[config.mk]
export PLATFORM = sky130hd
export DESIGN_NAME = mem_stage
export DESIGN_NICKNAME = d
export VERILOG_FILES = /design/src/rtl/mem_stage.sv
export SDC_FILE = /design/constraint.sdc
export NUM_CORES = 1
export LEC_CHECK = 0
export CORE_AREA = 2 2 123 125
export DETAILED_ROUTE_END_ITERATION = 10
export DIE_AREA = 0 0 125 127
export HOLD_SLACK_MARGIN = 0.15
export MAX_ROUTING_LAYER = met4
export PLACE_DENSITY = 0.81
export RECOVER_POWER = 100
export SLEW_MARGIN = 20
export SYNTH_ARGS = -nofsm -noshare
export SYNTH_HDL_FRONTEND = slang
export SYNTH_SLANG_ARGS = --single-unit
[constraint.sdc]
create_clock -name clk -period 3.7 [get_ports clk]
set_clock_uncertainty 0.1 [all_clocks]
set_input_delay 0.37 -clock clk [delete_from_list [all_inputs] [get_ports clk]]
set_output_delay 0.37 -clock clk [all_outputs]
set_load 0.02 [all_outputs]
[src/rtl/mem_stage.sv]
// mem_stage: pipeline MEM stage with req/ack data memory, load formatting and MEM_WB register.
// Optional misaligned-access trapping is enabled by defining MEM_MISALIGN_CHECK_EN.
module mem_stage #(
  parameter int DMEM_TIMEOUT = 255
) (
  input  logic        clk,
  input  logic        reset_n,
  input  logic        valid_EX_MEM,
  input  logic [31:0] ALU_Result_EX_MEM,
  input  logic [31:0] write_data_EX_MEM,
  input  logic        MemRead_EX_MEM,
  input  logic        MemWrite_EX_MEM,
  input  logic [1:0]  MemSize_EX_MEM,
  input  logic        MemSigned_EX_MEM,
  input  logic [1:0]  MemtoReg_EX_MEM,
  input  logic        RegWrite_EX_MEM,
  input  logic [4:0]  write_reg_EX_MEM,
  input  logic [31:0] pc_EX_MEM,
  output logic        dmem_req,
  output logic        dmem_we,
  output logic [31:0] dmem_addr,
  output logic [31:0] dmem_wdata,
  output logic [3:0]  dmem_be,
  input  logic [31:0] dmem_rdata,
  input  logic        dmem_ack,
  output logic        stall_MEM,
  output logic        mem_err,
  output logic [31:0] read_data_MEM_WB,
  output logic [31:0] ALU_Result_MEM_WB,
  output logic [1:0]  MemtoReg_MEM_WB,
  output logic        RegWrite_MEM_WB,
  output logic [4:0]  write_reg_MEM_WB,
  output logic [31:0] pc_MEM_WB
);
  typedef enum logic {IDLE, WAIT} state_t;
  state_t state, state_d;
  logic [7:0] cnt, cnt_d;
  logic [1:0] a;
  logic [31:0] sh, fmt;
  logic mem_op, mis, req, hit, stall, abort, is_load;
  assign a = ALU_Result_EX_MEM[1:0];
  assign mem_op = valid_EX_MEM & (MemRead_EX_MEM | MemWrite_EX_MEM);
  assign is_load = MemRead_EX_MEM & ~MemWrite_EX_MEM;
`ifdef MEM_MISALIGN_CHECK_EN
  assign mis = mem_op & (MemSize_EX_MEM == 2'b01 ? a[0] : MemSize_EX_MEM[1] & (a != 2'b00));
`else
  assign mis = 1'b0;
`endif
  // Gated by reset_n so the bus and stall are quiet while reset is held
  assign req = mem_op & ~mis & reset_n;
  assign hit = (state == WAIT) & req & ~dmem_ack & (cnt == 8'(DMEM_TIMEOUT));
  assign stall = req & ~dmem_ack & ~hit;
  assign abort = hit | mis;
  assign dmem_req = req;
  assign dmem_we = req & MemWrite_EX_MEM;
  assign stall_MEM = stall;
  assign dmem_addr = {ALU_Result_EX_MEM[31:2], 2'b00};
  always_comb begin
    dmem_be = MemSize_EX_MEM == 2'b00 ? 4'b0001 << a :
              MemSize_EX_MEM == 2'b01 ? 4'b0011 << {a[1], 1'b0} : 4'b1111;
    dmem_wdata = MemSize_EX_MEM == 2'b00 ? {4{write_data_EX_MEM[7:0]}} :
                 MemSize_EX_MEM == 2'b01 ? {2{write_data_EX_MEM[15:0]}} : write_data_EX_MEM;
    sh = dmem_rdata >> (MemSize_EX_MEM == 2'b00 ? {a, 3'b000} :
                        MemSize_EX_MEM == 2'b01 ? {a[1], 4'b0000} : 5'd0);
    fmt = MemSize_EX_MEM == 2'b00 ? {{24{MemSigned_EX_MEM & sh[7]}}, sh[7:0]} :
          MemSize_EX_MEM == 2'b01 ? {{16{MemSigned_EX_MEM & sh[15]}}, sh[15:0]} : dmem_rdata;
  end
  always_comb begin
    state_d = state;
    cnt_d = cnt;
    if (state == IDLE) begin
      state_d = (req & ~dmem_ack) ? WAIT : IDLE;
      cnt_d = (req & ~dmem_ack) ? 8'd1 : 8'd0;
    end else begin
      state_d = stall ? WAIT : IDLE;
      cnt_d = stall ? cnt + 8'd1 : 8'd0;
    end
  end
  always_ff @(posedge clk or negedge reset_n) begin
    if (!reset_n) begin
      state <= IDLE;
      cnt <= 8'd0;
      mem_err <= 1'b0;
      read_data_MEM_WB <= 32'd0;
      ALU_Result_MEM_WB <= 32'd0;
      MemtoReg_MEM_WB <= 2'd0;
      RegWrite_MEM_WB <= 1'b0;
      write_reg_MEM_WB <= 5'd0;
      pc_MEM_WB <= 32'd0;
    end else begin
      state <= state_d;
      cnt <= cnt_d;
      mem_err <= abort;
      if (!valid_EX_MEM || stall) begin
        RegWrite_MEM_WB <= 1'b0;
      end else begin
        read_data_MEM_WB <= (is_load & mem_op & ~abort) ? fmt : 32'd0;
        ALU_Result_MEM_WB <= ALU_Result_EX_MEM;
        MemtoReg_MEM_WB <= MemtoReg_EX_MEM;
        RegWrite_MEM_WB <= RegWrite_EX_MEM & ~abort;
        write_reg_MEM_WB <= write_reg_EX_MEM;
        pc_MEM_WB <= pc_EX_MEM;
      end
    end
  end
endmodule

==> results of run 1 <==
==> registers in the layout (all words and copies together) (netlist names) <==
signal             cells
ALU_Result_MEM_WB     32
MemtoReg_MEM_WB        2
RegWrite_MEM_WB        1
cnt                    8
mem_err                1
pc_MEM_WB             32
read_data_MEM_WB      32
state                  1
write_reg_MEM_WB       5
==> synthesized netlist by cell type (all sizes together), types with 2 or more instances <==
| library cell | count |
|---|---|
| and3 | 2 |
| a2bb2oi | 8 |
| mux2i | 15 |
| mux2 | 88 |
| nor2 | 19 |
| nand3 | 10 |
| o21ai | 26 |
| xor2 | 2 |
| o22ai | 8 |
| o2bb2ai | 16 |
| nor3b | 2 |
| dfrtp | 114 |
| xnor2 | 4 |
| o221ai | 7 |
| nand2b | 10 |
| or3b | 2 |
| clkbuf | 14 |
| nor3 | 4 |
| buf | 57 |
| inv | 3 |
| nand2 | 16 |
| a22o | 15 |
==> cells by family (layout without fill, tap and decap cells) <==
kind of cell    after synthesis  count (layout)  synth area share (%)
compound gates               89              89                  13.3
xor+xnor                      6               6                 0.923
fa+ha+maj                     1               1                 0.220
buf+inv                      74             362                  8.57
flops                       114             114                  50.1
mux                         103             103                  20.0
other cells                   1               2                0.0659
simple gates                 73              73                  6.81
==> routing by layer <==
metal | track usage (%) | up-vias | part of all wire [%]
met5 | - | - | 0
met4 | 6.73 | 0 | 1.4
li1 | - | 2194 | -
met1 | 24.1 | 2391 | 38
met2 | 39.0 | 247 | 54
met3 | 5.78 | 23 | 6.6
==> power by group <==
part           internal, mW  total [mW]  leakage, nW  switching [mW]
sequential             1.37        1.42         1.42          0.0584
combinational         0.485       0.963         2.24           0.478
clock                  1.06        1.60        0.284           0.537
total                  2.91        3.99         3.94            1.07
==> area by class of cell <==
class                      instances  area (µm²)
timing repair buffer             329        3270
clock inverter                    11         139
inverter                           3        11.3
multi-input combinational        274        2290
tap                              184         230
fill                            1087        5190
clock buffer                      19         443
sequential                       114        2850
==> through the flow <==
| stage | worst slack [ps] | hold slack (ps) |
|---|---|---|
| 3_3_place_gp | 827 | 372 |
| 6_report | 515 | 383 |
| 2_1_floorplan | 1610 | -25.6 |
| 5_1_grt | 389 | 399 |
| 4_1_cts | 820 | 392 |
| 3_5_place_dp | 815 | 381 |
==> how the worst max path moves through the flow <==
stage | startpoint | to | slack (ps) | depth (start not counted)
floorplan | MemSize_EX_MEM[0] | dmem_be[1] | 1610 | 5
global placement | MemSize_EX_MEM[0] | dmem_wdata[9] | 830 | 4
detailed placement | valid_EX_MEM | MemtoReg_MEM_WB[1]$_DFFE_PN0N_ | 820 | 6
CTS | MemSize_EX_MEM[1] | dmem_wdata[9] | 820 | 4
global route | MemSize_EX_MEM[1] | dmem_be[3] | 390 | 5
finish | MemSize_EX_MEM[1] | dmem_be[3] | 510 | 5
==> impl_metrics.prom, run 1 <==
# TYPE chip_impl_metric gauge
chip_impl_metric{name="die-width",unit="µm"} 125
chip_impl_info{name="critical-path-top-cell-by-count",value="sky130_fd_sc_hd__clkdlybuf4s50_1"} 1
chip_impl_metric{name="synth_enable_flop_cells",unit=""} 0
chip_impl_metric{name="rr_worst_depth",unit=""} 6
chip_impl_metric{name="power_density",unit="nW/µm²"} 432
chip_impl_metric{name="insertion_delay",unit="ps"} 400
chip_impl_info{name="grt_setup_unrepaired",value="no"} 1
chip_impl_info{name="regToRegEndpoint",value="MemtoReg_MEM_WB[1]$_DFFE_PN0N_"} 1
chip_impl_metric{name="globalRouteOverflowTotal",unit=""} 0
chip_impl_metric{name="ctsLongestPathBuffers",unit=""} 2
chip_impl_metric{name="worst-endpoint-required",unit="ps"} 3230
chip_impl_metric{name="detailroute.via_count",unit=""} 4855
chip_impl_metric{name="max_clock_freq",unit="MHz"} 314
chip_impl_metric{name="final_core_utilization",unit="%"} 64.0
chip_impl_metric{name="antenna_violations_before_repair",unit=""} 0
chip_impl_info{name="synth.largest_area_cell",value="sky130_fd_sc_hd__dfrtp_1"} 1
chip_impl_metric{name="synth.avg_cell_area",unit="µm²"} 12.4
chip_impl_metric{name="holdPathStages",unit=""} 1
chip_impl_metric{name="leakagePower",unit="nW"} 3.94
chip_impl_info{name="cts_root_cell",value="sky130_fd_sc_hd__clkbuf_16"} 1
chip_impl_info{name="slowest_stage",value="sky130_fd_sc_hd__clkdlybuf4s50_1"} 1
chip_impl_metric{name="synth_sequential_area_ratio",unit="%"} 50.1
chip_impl_metric{name="ios",unit=""} 321
chip_impl_info{name="run_status",value="completed"} 1
chip_impl_metric{name="maxSlewHeadroom",unit="%"} 19.5
chip_impl_info{name="worstSetupStartpointType",value="input port"} 1
chip_impl_metric{name="finalCritPeriodShare",unit="%"} 86.1
chip_impl_info{name="hold_path_end",value="ALU_Result_MEM_WB[4]$_DFFE_PN0N_"} 1
chip_impl_metric{name="detailed_route_wl",unit="µm"} 17000
chip_impl_metric{name="timing.reg2reg.setup_slack",unit="ps"} 1210
chip_impl_metric{name="io_buffers",unit=""} 318
chip_impl_metric{name="synth.ff_latch_count",unit=""} 114
chip_impl_info{name="timing.critical_path.cells",value="clkdlybuf4s50_1 > clkbuf_2 > inv_1 > nand2_1 > clkdlybuf4s50_1"} 1
chip_impl_info{name="cp-end-kind",value="output port"} 1
chip_impl_metric{name="max_cap_viol_count",unit=""} 0
chip_impl_metric{name="grt.total_usage",unit="%"} 21.9
chip_impl_info{name="mostFrequentLayoutCell",value="sky130_fd_sc_hd__dlygate4sd3_1"} 1
chip_impl_metric{name="first_global_vias",unit=""} 5056
chip_impl_metric{name="wire_length_of_the_first_global_routing_pass",unit="µm"} 26700
chip_impl_info{name="synthTopCellsByArea",value="sky130_fd_sc_hd__dfrtp_1 (50%), sky130_fd_sc_hd__mux2_2 (10%), sky130_fd_sc_hd__mux2_1 (7.3%)"} 1
chip_impl_metric{name="bufs_and_invs_on_worst_path",unit=""} 4
chip_impl_metric{name="power",unit="mW"} 3.99
chip_impl_info{name="final_cell_mix",value="sky130_fd_sc_hd__dlygate4sd3_1 (172), sky130_fd_sc_hd__clkdlybuf4s50_1 (146), sky130_fd_sc_hd__dfrtp_1 (114), sky130_fd_sc_hd__mux2_2 (51), sky130_fd_sc_hd__mux2_1 (37)"} 1
chip_impl_info{name="worst_path_dominant_cell_family",value="buffers and inverters"} 1
chip_impl_metric{name="core.rowCount",unit=""} 44
chip_impl_metric{name="report.final.slew_viol_count",unit=""} 0
chip_impl_metric{name="cts_sinks",unit=""} 114
chip_impl_info{name="r2r-start",value="cnt[0]$_DFF_PN0_"} 1
chip_impl_metric{name="clk_transition_reported_paths",unit="ps"} 50
chip_impl_metric{name="placeableCoreArea",unit="µm²"} 14400
chip_impl_metric{name="post_synth_inst_count",unit=""} 461
chip_impl_metric{name="wire_per_inst",unit="µm"} 18.2
chip_impl_metric{name="critPathMaxStageDelay",unit="ps"} 630
chip_impl_metric{name="cp_data_arrival_time",unit="ps"} 2720
chip_impl_metric{name="post-dp-hpwl",unit="µm"} 13100
chip_impl_metric{name="gpl.final_weighted_congestion",unit=""} 0.855
chip_impl_metric{name="cts-resized-gates",unit=""} 0
chip_impl_metric{name="synth_area",unit="µm²"} 5690
chip_impl_metric{name="finalInstanceArea",unit="µm²"} 9230
chip_impl_metric{name="floorplan.initialDensity",unit="%"} 39.5
chip_impl_info{name="clock_tree_from_tritoncts",value="done"} 1
chip_impl_metric{name="via_per_inst",unit=""} 5.20
chip_impl_metric{name="largest_voltage_drop_on_the_vdd_net",unit="µV"} 261
chip_impl_metric{name="final-instance-count-excl-fill",unit=""} 934
chip_impl_metric{name="final_ant_viol_nets",unit=""} 0
chip_impl_metric{name="tightest_slew",unit="ps"} 1210
chip_impl_metric{name="cts.repair_timing.setup_buffer_count",unit=""} 0
chip_impl_metric{name="share_of_post_route_cells_with_drive_strength_above_1",unit="%"} 12.8
chip_impl_info{name="min-delay-start",value="ALU_Result_MEM_WB[4]$_DFFE_PN0N_"} 1
chip_impl_metric{name="setup_viol",unit=""} 0
chip_impl_metric{name="dieArea",unit="µm²"} 15900
chip_impl_metric{name="async_flop_share",unit="%"} 100
chip_impl_metric{name="cts_made_buffers",unit=""} 17
chip_impl_metric{name="synth.top_cell.area_share",unit="%"} 50.1
chip_impl_metric{name="die-height",unit="µm"} 127
chip_impl_metric{name="detail_route.first_pass.iterations",unit=""} 5
chip_impl_metric{name="path_max_fanout",unit=""} 33
chip_impl_metric{name="cell_count_post_placement",unit=""} 903
chip_impl_metric{name="final.min_clock_period",unit="ps"} 3190
chip_impl_metric{name="layout.nets",unit=""} 885
chip_impl_info{name="critPathKind",value="input port to output port"} 1
chip_impl_metric{name="drtIter0Drc",unit=""} 181
chip_impl_metric{name="antenna_cells",unit=""} 0
chip_impl_metric{name="synth.yosys.warnings",unit=""} 0
chip_impl_metric{name="area_growth",unit="%"} 62.2
chip_impl_metric{name="drc",unit=""} 0
chip_impl_metric{name="cts-htree-levels",unit=""} 4
chip_impl_metric{name="fin_tns_setup",unit="ps"} 0
chip_impl_metric{name="timing_hold_violations_final",unit=""} 0
chip_impl_info{name="ys.flop_type",value="sky130_fd_sc_hd__dfrtp_1"} 1
chip_impl_metric{name="place_area",unit="µm²"} 8720
chip_impl_info{name="worst_min_delay_path_class",value="flop to flop"} 1
chip_impl_metric{name="grt_max_degree",unit=""} 69
chip_impl_metric{name="cts_hold_buffers",unit=""} 1
chip_impl_metric{name="ys_types",unit=""} 48
(Power assumes the default switching activity.)
==> run 2, diff against run 1 <==
--- a/config.mk
+++ b/config.mk
@@ -12,6 +12,7 @@
 export MAX_ROUTING_LAYER = met4
 export PLACE_DENSITY = 0.81
 export RECOVER_POWER = 100
+export SKIP_LAST_GASP = 1
 export SLEW_MARGIN = 20
 export SYNTH_ARGS = -nofsm -noshare
 export SYNTH_HDL_FRONTEND = slang
==> results of run 2 <==
The final DEF is identical to that of run 1; final timing and power are the same.
